==> config.mk <==
export PLATFORM = sky130hd
export DESIGN_NAME = ripple_counter_seq
export DESIGN_NICKNAME = d
export VERILOG_FILES = /design/src/rtl/ripple_counter_seq.sv
export SDC_FILE = /design/constraint.sdc
export NUM_CORES = 1
export LEC_CHECK = 0
export CORE_MARGIN = 2
export CORE_UTILIZATION = 40
export CTS_BUF_LIST = sky130_fd_sc_hd__clkbuf_8
export CTS_CLUSTER_DIAMETER = 150
export CTS_CLUSTER_SIZE = 25
export DETAILED_ROUTE_END_ITERATION = 16
export PLACE_DENSITY = 0.71
export SYNTH_ARGS = -nofsm -noshare
export SYNTH_HDL_FRONTEND = slang
export SYNTH_SLANG_ARGS = --single-unit
==> constraint.sdc <==
create_clock -name clk -period 2.4 [get_ports clk]
set_input_delay 0.48 -clock clk [delete_from_list [all_inputs] [get_ports clk]]
set_output_delay 0.48 -clock clk [all_outputs]
set_load 0.02 [all_outputs]
==> src/rtl/ripple_counter_seq.sv <==
// Sequencer for an external WIDTH-bit ripple counter: clears it, pulses it up to a
// target count, and verifies each step against a shadow count after a settle window.
module ripple_counter_seq #(
    parameter int WIDTH      = 4,
    parameter int RST_CYC    = 2,
    parameter int SETTLE_CYC = 4
) (
    input  logic             clk,
    input  logic             rst,
    input  logic             start,
    input  logic             abort,
    input  logic [WIDTH-1:0] target,
    output logic             busy,
    output logic             done,
    output logic             err,
    output logic [WIDTH-1:0] err_exp,
    output logic [WIDTH-1:0] result,
    output logic             cnt_clk,
    output logic             cnt_rst,
    input  logic [WIDTH-1:0] cnt_q
);

    typedef enum logic [2:0] {
        IDLE, CLEAR, CHECK, PULSE, LOW, SETTLE, DONE, ERR
    } state_t;

    localparam int CMAX = (RST_CYC > SETTLE_CYC) ? RST_CYC : SETTLE_CYC;
    localparam int CW   = $clog2(CMAX + 1);

    state_t           state, state_nxt;
    logic [CW-1:0]    cyc;
    logic [WIDTH-1:0] tgt, shadow;
    logic             state_busy;

    assign state_busy = (state == CLEAR) || (state == CHECK) || (state == PULSE) ||
                        (state == LOW)   || (state == SETTLE);

    always_comb begin
        state_nxt = state;
        case (state)
            IDLE:    if (start && !abort) state_nxt = CLEAR;
            CLEAR:   if (cyc == CW'(RST_CYC - 1)) state_nxt = CHECK;
            CHECK: begin
                if (cnt_q != shadow)    state_nxt = ERR;
                else if (shadow == tgt) state_nxt = DONE;
                else                    state_nxt = PULSE;
            end
            PULSE:   state_nxt = LOW;
            LOW:     state_nxt = SETTLE;
            SETTLE:  if (cyc == CW'(SETTLE_CYC - 1)) state_nxt = CHECK;
            DONE:    state_nxt = IDLE;
            ERR:     state_nxt = IDLE;
            default: state_nxt = IDLE;
        endcase
        // DONE and ERR are not in the busy set, so their one-cycle pulse always completes
        if (abort && state_busy) state_nxt = IDLE;
    end

    // Outputs are registered decodes of the next state, so they line up with state.
    always_ff @(posedge clk) begin
        if (rst) begin
            state   <= IDLE;
            cyc     <= '0;
            tgt     <= '0;
            shadow  <= '0;
            busy    <= 1'b0;
            done    <= 1'b0;
            err     <= 1'b0;
            err_exp <= '0;
            result  <= '0;
            cnt_clk <= 1'b0;
        end else begin
            state   <= state_nxt;
            busy    <= (state_nxt == CLEAR) || (state_nxt == CHECK) || (state_nxt == PULSE) ||
                       (state_nxt == LOW)   || (state_nxt == SETTLE);
            done    <= (state_nxt == DONE);
            cnt_clk <= (state_nxt == PULSE);

            if ((state_nxt == state) && ((state == CLEAR) || (state == SETTLE)))
                cyc <= cyc + 1'b1;
            else
                cyc <= '0;

            if (state == IDLE && state_nxt == CLEAR) begin
                tgt    <= target;
                shadow <= '0;
                err    <= 1'b0;
            end
            if (state == CHECK) result <= cnt_q;
            if (state == PULSE) shadow <= shadow + 1'b1;
            if (state_nxt == ERR) begin
                err     <= 1'b1;
                err_exp <= shadow;
            end
        end
    end

    // Combinational so the counter is held cleared for the whole time rst is high.
    assign cnt_rst = rst || (state == CLEAR);

endmodule

==> flow_summary.rst, run 1 <==
.. list-table::
   :header-rows: 1

   * - Metric
     - Value
   * - Run status
     - finished, final reports clean
   * - Number of top-level pins
     - 25
   * - Hold Crit Class
     - register to register
   * - P_leak
     - about 0.00063 µW
   * - Minimum hold slack
     - approximately 0.47 ns
   * - Count of cells along the worst register-to-register path
     - 6
   * - Latest clock arrival within the worst-skew pair
     - approximately 0.27 ns
   * - EDFF count, synth
     - 0
   * - Cell Area, Placed
     - between 1500 and 2000 µm²
   * - Number of optimization iterations in the first detailed-route pass
     - 4
   * - Max-slew violation count
     - 0
   * - Max-capacitance violation count
     - 0
   * - Synth-to-layout area growth
     - 27.45%
   * - Die Span X
     - between 50 and 60 µm
   * - Period minus WS final
     - about 2.2 ns
   * - Detailed router's first-iteration violation count
     - 22
   * - Fraction of the core area covered by cells at the end of the flow
     - 0.5263
   * - TritonCTS sink count
     - 26
   * - PortBufs
     - 24
   * - Syn. warnings
     - 0
   * - Setup crit start kind
     - input pin
   * - Crit Path Class
     - input pin to output pin
   * - Cell area after synthesis
     - 1240 µm²
   * - Nets in the synthesized netlist
     - between 100 and 150
   * - Overall via count from detail_route
     - roughly 1000
   * - Vertical die dimension
     - just under 60 µm
   * - Post-route clock skew
     - ~0.0052 ns
   * - Cell with the most instances after synthesis
     - sky130_fd_sc_hd__dfxtp_1
   * - Routed wirelength normalized by instance count
     - 13.03 µm
   * - Critical-path maximum fanout
     - 2
   * - Most used standard cells in the synthesized netlist
     - sky130_fd_sc_hd__dfxtp_1, sky130_fd_sc_hd__nor2_1, sky130_fd_sc_hd__mux2i_1
   * - CTS tree
     - built
   * - Overflow after GRT
     - 0
   * - Largest cells by area after synthesis
     - sky130_fd_sc_hd__dfxtp_1, sky130_fd_sc_hd__mux2i_1, sky130_fd_sc_hd__nor2_1
   * - Wire length of the first global-routing pass
     - 4278 µm
   * - Register clock-pin slew on the reported worst setup and hold paths
     - approximately 0.09 ns
   * - Synthesized instance count
     - about 130
   * - Number of global-route vias before repair
     - roughly 1000
   * - CTS-repair resized insts
     - 0
   * - Total routing resource utilization after global routing
     - 0.1582
   * - Post-route DRC violation count
     - 0
   * - Average size of a mapped cell
     - roughly 9.4 µm²
   * - Slack of the worst reg-to-reg path
     - roughly 0.44 ns
   * - Total met2 wirelength after detailed routing
     - 1228 µm
   * - Longest Clk Path Bufs
     - 2
   * - Via-per-instance ratio
     - ~5.4
   * - Layout cell share with drive strength beyond 1
     - 0.08974
   * - PwrDens
     - between 500 and 600 nW/µm²
   * - Depth of the CTS H-tree
     - 1
   * - Final standard cell count with taps included and fillers excluded
     - between 150 and 200
   * - Number of inserted filler cells in the final layout
     - between 200 and 300
   * - Destination of the worst hold path
     - cyc[0]
   * - Number of flip-flops and latches in the synthesized netlist
     - 26
   * - Hold violation count in the final report
     - 0
   * - Met1 WL
     - 1084 µm
   * - Starting density of the core
     - 0.4129
   * - Number of placement rows
     - 20
   * - Remaining antenna violation count
     - 0
   * - Wire length after detailed routing
     - roughly 2500 µm
   * - Period Utilization, post-route
     - 0.9218
   * - IR drop worst, VDD
     - roughly 0.33 mV
   * - Final instance area
     - roughly 1600 µm²
   * - Most used flip-flop cell after synthesis
     - sky130_fd_sc_hd__dfxtp_1
   * - Count of cells along the worst hold path
     - 1
   * - Kind of end point of the critical path
     - output pin
   * - Post-DP HPWL
     - between 1500 and 2000 µm
   * - Slew at the pin closest to its max-slew limit
     - around 0.4 ns
   * - Biggest area consumer among synthesized cells
     - sky130_fd_sc_hd__dfxtp_1
   * - Beginning of the worst register-to-register path
     - state[1]
   * - F_max
     - about 450 MHz
   * - Setup fix buffers added after clock tree synthesis
     - 0
   * - Cell count after placement
     - 185
   * - Uppermost layer routed
     - met4
   * - Antenna violations before repair
     - 0
   * - WP data required
     - around 1.9 ns
   * - Share of synthesized area occupied by flip-flops and latches
     - 0.4198
   * - Pin count of the biggest net entering global routing
     - 24
   * - TritonCTS buffer count
     - 3
   * - Core box area
     - approximately 3000 µm²
   * - Final antenna diode count
     - 0
   * - Count of nets after finishing
     - roughly 170
   * - Library cells used by synthesis
     - 35
   * - Relative max-transition margin
     - 0.7301
   * - Hold buffers post-CTS
     - 0
   * - Asr flop ratio synth
     - 0
   * - Launch point of the worst hold path
     - cyc[0]
   * - Critical R2R Capture
     - err_exp[3]
   * - Placer's final routability congestion estimate
     - 0.7955
   * - Setup repair after global routing missed its margin
     - false
   * - Total length of routed met3 wires
     - 109 µm
   * - Area of the die
     - between 3000 and 4000 µm²
   * - Arrival time of data at the critical path endpoint
     - around 1.7 ns
   * - Clock root buffer master
     - sky130_fd_sc_hd__clkbuf_8
   * - Setup TNS Final
     - 0 ns
   * - Final setup violation count
     - 0
   * - Fraction of post-synthesis cell area in the top cell type by area
     - 0.4198
logic make-up (layout without fill, tap and decap cells):
| family | Yosys count | count (layout) | share of synthesized area |
|---|---|---|---|
| AO/OA/AOI/OAI | 17 | 17 | 0.09888 |
| multiplexers | 13 | 13 | 0.1049 |
| XOR/XNOR | 9 | 9 | 0.06963 |
| AND/OR/NAND/NOR | 52 | 52 | 0.2230 |
| buffers and inverters | 11 | 35 | 0.04339 |
| flip-flops | 26 | 26 | 0.4198 |
| adder cells (fa/ha/maj) | 4 | 4 | 0.04036 |
where the power goes:
group	total (µW)	internal, µW	switching [µW]
Combinational	71.0	38.3	32.7
Sequential	441	436	4.86
Clock	363	223	140
worst max-delay path, stage by stage:
cell,delay [ns]
sky130_fd_sc_hd__clkdlybuf4s50_1,0.50
sky130_fd_sc_hd__o21bai_1,0.13
sky130_fd_sc_hd__clkdlybuf4s50_1,0.62
per-layer routing:
metal | up-vias | global-route usage
li1 | 502 | -
met1 | 480 | 0.1849
met2 | 26 | 0.2733
met3 | 6 | 0.03247
met4 | 0 | 0.07619
met5 | - | 0
final cells by class:
type / count / area (µm²) / share of cell area
multi-input combinational: 95 / 665.6 / 0.4212
inverter: 3 / 11.26 / 0.007126
clock buffer: 3 / 41.29 / 0.02613
sequential: 26 / 520.5 / 0.3294
tap: 33 / 41.29 / 0.02613
clock inverter: 1 / 30.03 / 0.01900
timing repair buffer: 28 / 270.3 / 0.1710
stage by stage:
step	power (µW)	setup slack, ns
after floorplan	486.9	0.6412
after global placement	520.8	0.1035
after detailed placement	522.5	0.05973
after CTS	880.2	0.1633
after global routing	910.8	0.1511
final	875.4	0.1876
how the worst max path moves through the flow:
stage          startpoint       to  slack, ns  cells after the start
3_5_place_dp     cnt_q[2]  cnt_clk       0.06                      6
6_report              rst  cnt_rst       0.19                      3
3_3_place_gp     cnt_q[2]     done       0.10                      5
2_1_floorplan    cnt_q[1]     done       0.64                      4
5_1_grt               rst  cnt_rst       0.15                      3
4_1_cts               rst  cnt_rst       0.16                      3
placed cells by master, fill, tap and decap left out, types with 4 or more instances in the layout:
master                             n
sky130_fd_sc_hd__nor2_1           23
sky130_fd_sc_hd__mux2i_1          13
sky130_fd_sc_hd__xor2_1            5
sky130_fd_sc_hd__a21oi_1           6
sky130_fd_sc_hd__buf_4             4
sky130_fd_sc_hd__clkdlybuf4s50_1  24
sky130_fd_sc_hd__dfxtp_1          26
sky130_fd_sc_hd__nor3_1            7
sky130_fd_sc_hd__ha_1              4
flip-flops by register name (all words and copies together), names as in the netlist:
signal	flops
busy	1
shadow	4
cyc	3
cnt_clk	1
err	1
state	3
err_exp	4
tgt	4
done	1
result	4
Power figures use the tool's default switching activity.
==> run 2: changes to the inputs <==
- CTS_BUF_LIST: sky130_fd_sc_hd__clkbuf_8 -> unset
==> run 2 against run 1 <==
  * Critical path depth unchanged
  * Wire length shrank 0.28%
  * Non-clock buffer count unchanged
  * Critical endpoint unchanged
  * Clock-buffer cell count stayed put
  * Clock power shrank 17%
  * Cell count unchanged
  * Clock skew is 0.00095 ns lower
  * Sequential share of layout area is 0.40 points higher
  * Setup slack got worse by 0.00052 ns
  * Combinational power is essentially flat
==> flow_summary.rst, run 2 (synthesis gave the netlist of run 1 again) <==
.. list-table::
   :header-rows: 1

   * - Metric
     - Value
   * - Commonest cells after routing, fill and taps aside
     - sky130_fd_sc_hd__dfxtp_1, sky130_fd_sc_hd__clkdlybuf4s50_1, sky130_fd_sc_hd__nor2_1
   * - CTS-repair resized insts
     - 0
   * - Overflow after GRT
     - 0
   * - Setup repair after global routing missed its margin
     - false
   * - Clock root buffer master
     - sky130_fd_sc_hd__clkbuf_4
   * - Die Span X
     - 59.68 µm
   * - Number of global-route vias before repair
     - roughly 1000
   * - Hold buffers post-CTS
     - 0
   * - Count of nets after finishing
     - approximately 170
   * - Number of placement rows
     - 20
   * - Period minus WS final
     - approximately 2.2 ns
   * - Number of top-level pins
     - 25
   * - Depth of the CTS H-tree
     - 1
   * - Area of combinational cells with multiple inputs
     - around 670 µm²
   * - PortBufs
     - 24
   * - Relative max-transition margin
     - 0.7318
   * - Final standard cell count with taps included and fillers excluded
     - ~190
   * - Setup fix buffers added after clock tree synthesis
     - 0
   * - Core box area
     - between 3000 and 4000 µm²
   * - Final antenna diode count
     - 0
   * - Area of the die
     - 3561 µm²
   * - Period Utilization, post-route
     - 0.9220
   * - Fraction of power consumed by combinational cells
     - 0.087
   * - Setup TNS Final
     - 0 ns
   * - Clk network pwr share
     - 0.369
   * - Remaining antenna violation count
     - 0
   * - Register clock-pin slew on the reported worst setup and hold paths
     - roughly 0.14 ns
   * - Synth-to-layout area growth
     - 25.93%
   * - Routed wirelength normalized by instance count
     - 12.99 µm
   * - Final setup violation count
     - 0
   * - TritonCTS buffer count
     - 3
   * - Post-route DRC violation count
     - 0
   * - Number of inserted filler cells in the final layout
     - 300
   * - Kind of end point of the critical path
     - output pin
   * - Hold violation count in the final report
     - 0
   * - Overall via count from detail_route
     - roughly 1000
   * - Post-DP HPWL
     - between 1500 and 2000 µm
   * - Arrival time of data at the critical path endpoint
     - 1.73 ns
   * - Vertical die dimension
     - 59.68 µm
   * - Max-capacitance violation count
     - 0
   * - Via-per-instance ratio
     - about 5.3
   * - CTS tree
     - built
   * - Commonest non-fill, non-tap cell in the layout
     - sky130_fd_sc_hd__dfxtp_1
   * - F_max
     - 451.9 MHz
   * - Wire length of the first global-routing pass
     - approximately 4300 µm
   * - Psw
     - between 150 and 200 µW
   * - Pin count of the biggest net entering global routing
     - 24
   * - TritonCTS sink count
     - 26
   * - PwrDens
     - 520.9 nW/µm²
   * - Fraction of the core area covered by cells at the end of the flow
     - 0.5200
   * - Hold Crit Class
     - register to register
   * - Total routing resource utilization after global routing
     - 0.1560
   * - IR drop worst, VDD
     - a little over 0.3 mV
   * - P_int
     - approximately 640 µW
   * - Register area
     - between 500 and 600 µm²
   * - Max-slew violation count
     - 0
   * - Antenna violations before repair
     - 0
   * - Detailed router's first-iteration violation count
     - 29
   * - Crit Path Class
     - input pin to output pin
   * - Cell count after placement
     - 185
   * - P_leak
     - just over 0.0006 µW
   * - Fraction of power spent switching nets
     - 0.2080
   * - Post-route clock skew
     - 0.004221 ns
   * - Run status
     - finished, final reports clean
   * - Placer's final routability congestion estimate
     - 0.7955
   * - WP data required
     - 1.92 ns
   * - Layout cell share with drive strength beyond 1
     - 0.08974
   * - Slew at the pin closest to its max-slew limit
     - around 0.4 ns
   * - Setup crit start kind
     - input pin
   * - Sequential Power Share
     - 0.543
   * - Starting density of the core
     - 0.4129
   * - Minimum hold slack
     - 0.4811 ns
   * - Latest clock arrival within the worst-skew pair
     - approximately 0.32 ns
   * - Critical-path maximum fanout
     - 2
   * - Number of optimization iterations in the first detailed-route pass
     - 4
   * - Longest Clk Path Bufs
     - 2
   * - Wire length after detailed routing
     - 2455 µm
[run 2: worst paths after layout]
check | from | end | slack, ns | cells after the start
max | rst | cnt_rst | 0.19 | 3
min reg2reg | cyc[0] | cyc[0] | 0.48 | 1
max reg2reg | state[1] | err_exp[3] | 0.44 | 6
min | cyc[0] | cyc[0] | 0.48 | 1
[run 2: layout make-up]
| cell class | instances | area share |
|---|---|---|
| Clock buffer | 3 | 0.01442 |
| Clock inverter | 1 | 0.01923 |
| Inverter | 3 | 0.007212 |
| Multi-Input combinational cell | 95 | 0.4263 |
| Sequential cell | 26 | 0.3333 |
| Tap cell | 33 | 0.02644 |
| Timing Repair Buffer | 28 | 0.1731 |
[run 2: metal layers]
metal	routed length [µm]	GRT usage	vias to the layer above	share of wire
met5	0	0	-	0
met4	30	0.05714	0	0.012
met3	75	0.02165	4	0.031
met2	1256	0.2780	21	0.51
met1	1092	0.1889	478	0.44
li1	-	-	498	-
[run 2: metrics by stage]
step | total power (µW) | area (µm²) | setup WS, ns
2_1_floorplan | 486.9 | 1240 | 0.6412
5_1_grt | 850.8 | 1562 | 0.08558
3_3_place_gp | 520.8 | 1509 | 0.1035
3_5_place_dp | 522.5 | 1509 | 0.05973
6_report | 813.4 | 1562 | 0.1871
4_1_cts | 820.7 | 1562 | 0.1633
[run 2: worst max-delay path, cell delays in order]
cell	delay, ns
sky130_fd_sc_hd__clkdlybuf4s50_1	0.50
sky130_fd_sc_hd__o21bai_1	0.13
sky130_fd_sc_hd__clkdlybuf4s50_1	0.62
[run 2: power by group through the flow]
stage               Clock (µW)  Sequential, µW  Combinational, µW
finish                     301             442               71.1
global route               331             443               77.2
CTS                        307             442               71.7
detailed placement           0             451               71.2
global placement             0             451               69.7
floorplan                    0             450               37.0
==> run 3: changes to the inputs <==
- CORE_MARGIN: 2 -> unset
==> run 3 against run 2 <==
  * The flow now finishes with violations (design-rule violations)
  * Non-clock buffer count decreased by 1
  * Core utilization is 2.4 points higher
  * Final area fell by 0.64%
  * Sequential power is essentially flat
  * Critical endpoint unchanged
==> flow_summary.rst, run 3 (synthesis gave the netlist of run 1 again) <==
.. list-table::
   :header-rows: 1

   * - Metric
     - Value
   * - Run status
     - finished, violations left
   * - Violations in the final reports
     - design-rule violations
   * - TritonCTS buffer count
     - 3
   * - Pre-CTS worst setup slack
     - about 0.068 ns
   * - Total routing resource utilization after global routing
     - 0.1544
   * - Most frequent cell on the critical path
     - sky130_fd_sc_hd__clkdlybuf4s50_1
   * - Number of placement rows
     - 19
   * - Wire length after detailed routing
     - around 2400 µm
   * - Kind of end point of the critical path
     - output pin
   * - Core box area
     - ~2900 µm²
   * - Wire length of the first global-routing pass
     - slightly below 4000 µm
   * - Via-per-instance ratio
     - 5.253
   * - Max-capacitance violation count
     - 0
   * - Hold buffers post-CTS
     - 0
   * - Antenna violations before repair
     - 0
   * - Number of optimization iterations in the first detailed-route pass
     - 10
   * - P_leak
     - about 0.00062 µW
   * - Layout cell share with drive strength beyond 1
     - 0.08387
   * - Detailed router's first-iteration violation count
     - 24
   * - Period minus WS final
     - 2.210 ns
   * - Area of the die
     - 3326 µm²
   * - Arrival time of data at the critical path endpoint
     - approximately 1.7 ns
   * - Commonest non-fill, non-tap cell in the layout
     - sky130_fd_sc_hd__dfxtp_1
   * - Number of global-route vias before repair
     - 927
   * - Overflow after GRT
     - 0
   * - Max-slew violation count
     - 0
   * - Register clock-pin slew on the reported worst setup and hold paths
     - 0.15 ns
   * - Overall via count from detail_route
     - 977
   * - Critical-path maximum fanout
     - 2
   * - F_max
     - about 450 MHz
   * - Synth-to-layout area growth
     - 25.13%
   * - Setup fix buffers added after clock tree synthesis
     - 0
   * - Post-route DRC violation count
     - 2
   * - Crit path buf inv count
     - 2
   * - Setup crit start kind
     - input pin
   * - Slowest cell on crit path
     - sky130_fd_sc_hd__clkdlybuf4s50_1
   * - Setup repair after global routing missed its margin
     - false
   * - Clock root buffer master
     - sky130_fd_sc_hd__clkbuf_4
   * - Vertical die dimension
     - between 50 and 60 µm
   * - Pin count of the biggest net entering global routing
     - 24
   * - Slew at the pin closest to its max-slew limit
     - between 0.4 and 0.5 ns
   * - Post-DP HPWL
     - 1821 µm
   * - Hold Crit Class
     - register to register
   * - Final setup violation count
     - 0
   * - Top Family by Delay on Critical Path
     - buffers and inverters
   * - Smallest setup slack after layout
     - between 0.15 and 0.2 ns
   * - CTS tree
     - built
   * - IR drop worst, VDD
     - 0.2301 mV
   * - Die Span X
     - slightly below 60 µm
   * - CTS-repair resized insts
     - 0
   * - Routed wirelength normalized by instance count
     - about 13 µm
   * - Final antenna diode count
     - 0
   * - Latest clock arrival within the worst-skew pair
     - approximately 0.33 ns
   * - Commonest cells after routing, fill and taps aside
     - sky130_fd_sc_hd__dfxtp_1, sky130_fd_sc_hd__clkdlybuf4s50_1, sky130_fd_sc_hd__nor2_1
   * - TritonCTS sink count
     - 26
   * - Setup TNS Final
     - 0 ns
   * - Cell count after placement
     - around 180
   * - Starting density of the core
     - 0.4346
   * - WP data required
     - between 1.5 and 2 ns
   * - Placer's final routability congestion estimate
     - approximately 0.8
   * - Count of nets after finishing
     - between 150 and 200
   * - Remaining antenna violation count
     - 0
   * - PortBufs
     - 24
   * - Post-route clock skew
     - ~0.013 ns
   * - Relative max-transition margin
     - 0.7137
   * - Crit Path Class
     - input pin to output pin
   * - Depth of the CTS H-tree
     - 1
   * - PwrDens
     - about 520 nW/µm²
   * - Fraction of the core area covered by cells at the end of the flow
     - 0.5439
   * - Longest Clk Path Bufs
     - 2
   * - Worst path cell trace
     - clkdlybuf4s50_1 > o21bai_1 > clkdlybuf4s50_1
   * - Number of top-level pins
     - 25
   * - Power after layout
     - between 800 and 900 µW
   * - CP peak stage delay
     - 0.62 ns
   * - Hold violation count in the final report
     - 0
   * - Final standard cell count with taps included and fillers excluded
     - about 190
   * - Period Utilization, post-route
     - 0.9207
==> run 3: cell types whose count changed in the layout (fill, tap and decap cells not counted), sizes merged <==
cell	before	now
buf	4	3
==> run 3: worst paths after layout <==
kind              startpoint       to  slack, ns  cells after the start
hold / removal           err      err       0.49                      2
setup reg to reg    state[2]     done       0.51                      5
setup / recovery         rst  cnt_rst       0.19                      3
hold reg to reg          err      err       0.49                      2
==> run 3: stage by stage <==
stage | hold slack [ns] | cell area (µm²)
floorplan | 0.4378 | 1240
global placement | 0.4548 | 1499
detailed placement | 0.4801 | 1499
CTS | 0.4974 | 1551
global route | 0.5321 | 1551
finish | 0.4913 | 1551
==> run 3: cell type report <==
class	count	area [µm²]
clock buffer	3	22.52
multi-input combinational	95	665.6
fill	273	1301
inverter	3	11.26
tap	31	38.79
sequential	26	520.5
timing repair buffer	27	262.8
clock inverter	1	30.03
==> run 3: layer usage <==
layer | vias up | part of all wire | GRT usage | routed length, µm
met1 | 447 | 0.49 | 0.1955 | 1171
met3 | 4 | 0.048 | 0.02009 | 115
met5 | - | 0 | 0 | 0
met2 | 27 | 0.45 | 0.2625 | 1083
li1 | 499 | - | - | -
met4 | 0 | 0.011 | 0.07143 | 27
==> run 3: power by group <==
group,leakage [µW],internal (µW),switching (µW)
logic,0.000379,38.3,32.7
registers,0.000210,437,4.46
clock network,0.0000279,169,131
total,0.000617,644,168
==> run 3: worst register-to-register path, stage by stage (launching register included) <==
cell	delay (ns)
sky130_fd_sc_hd__dfxtp_1	0.44
sky130_fd_sc_hd__and2b_1	0.30
sky130_fd_sc_hd__nor2b_1	0.40
sky130_fd_sc_hd__a211oi_1	0.07
sky130_fd_sc_hd__or2_2	0.33
sky130_fd_sc_hd__a2111oi_2	0.27
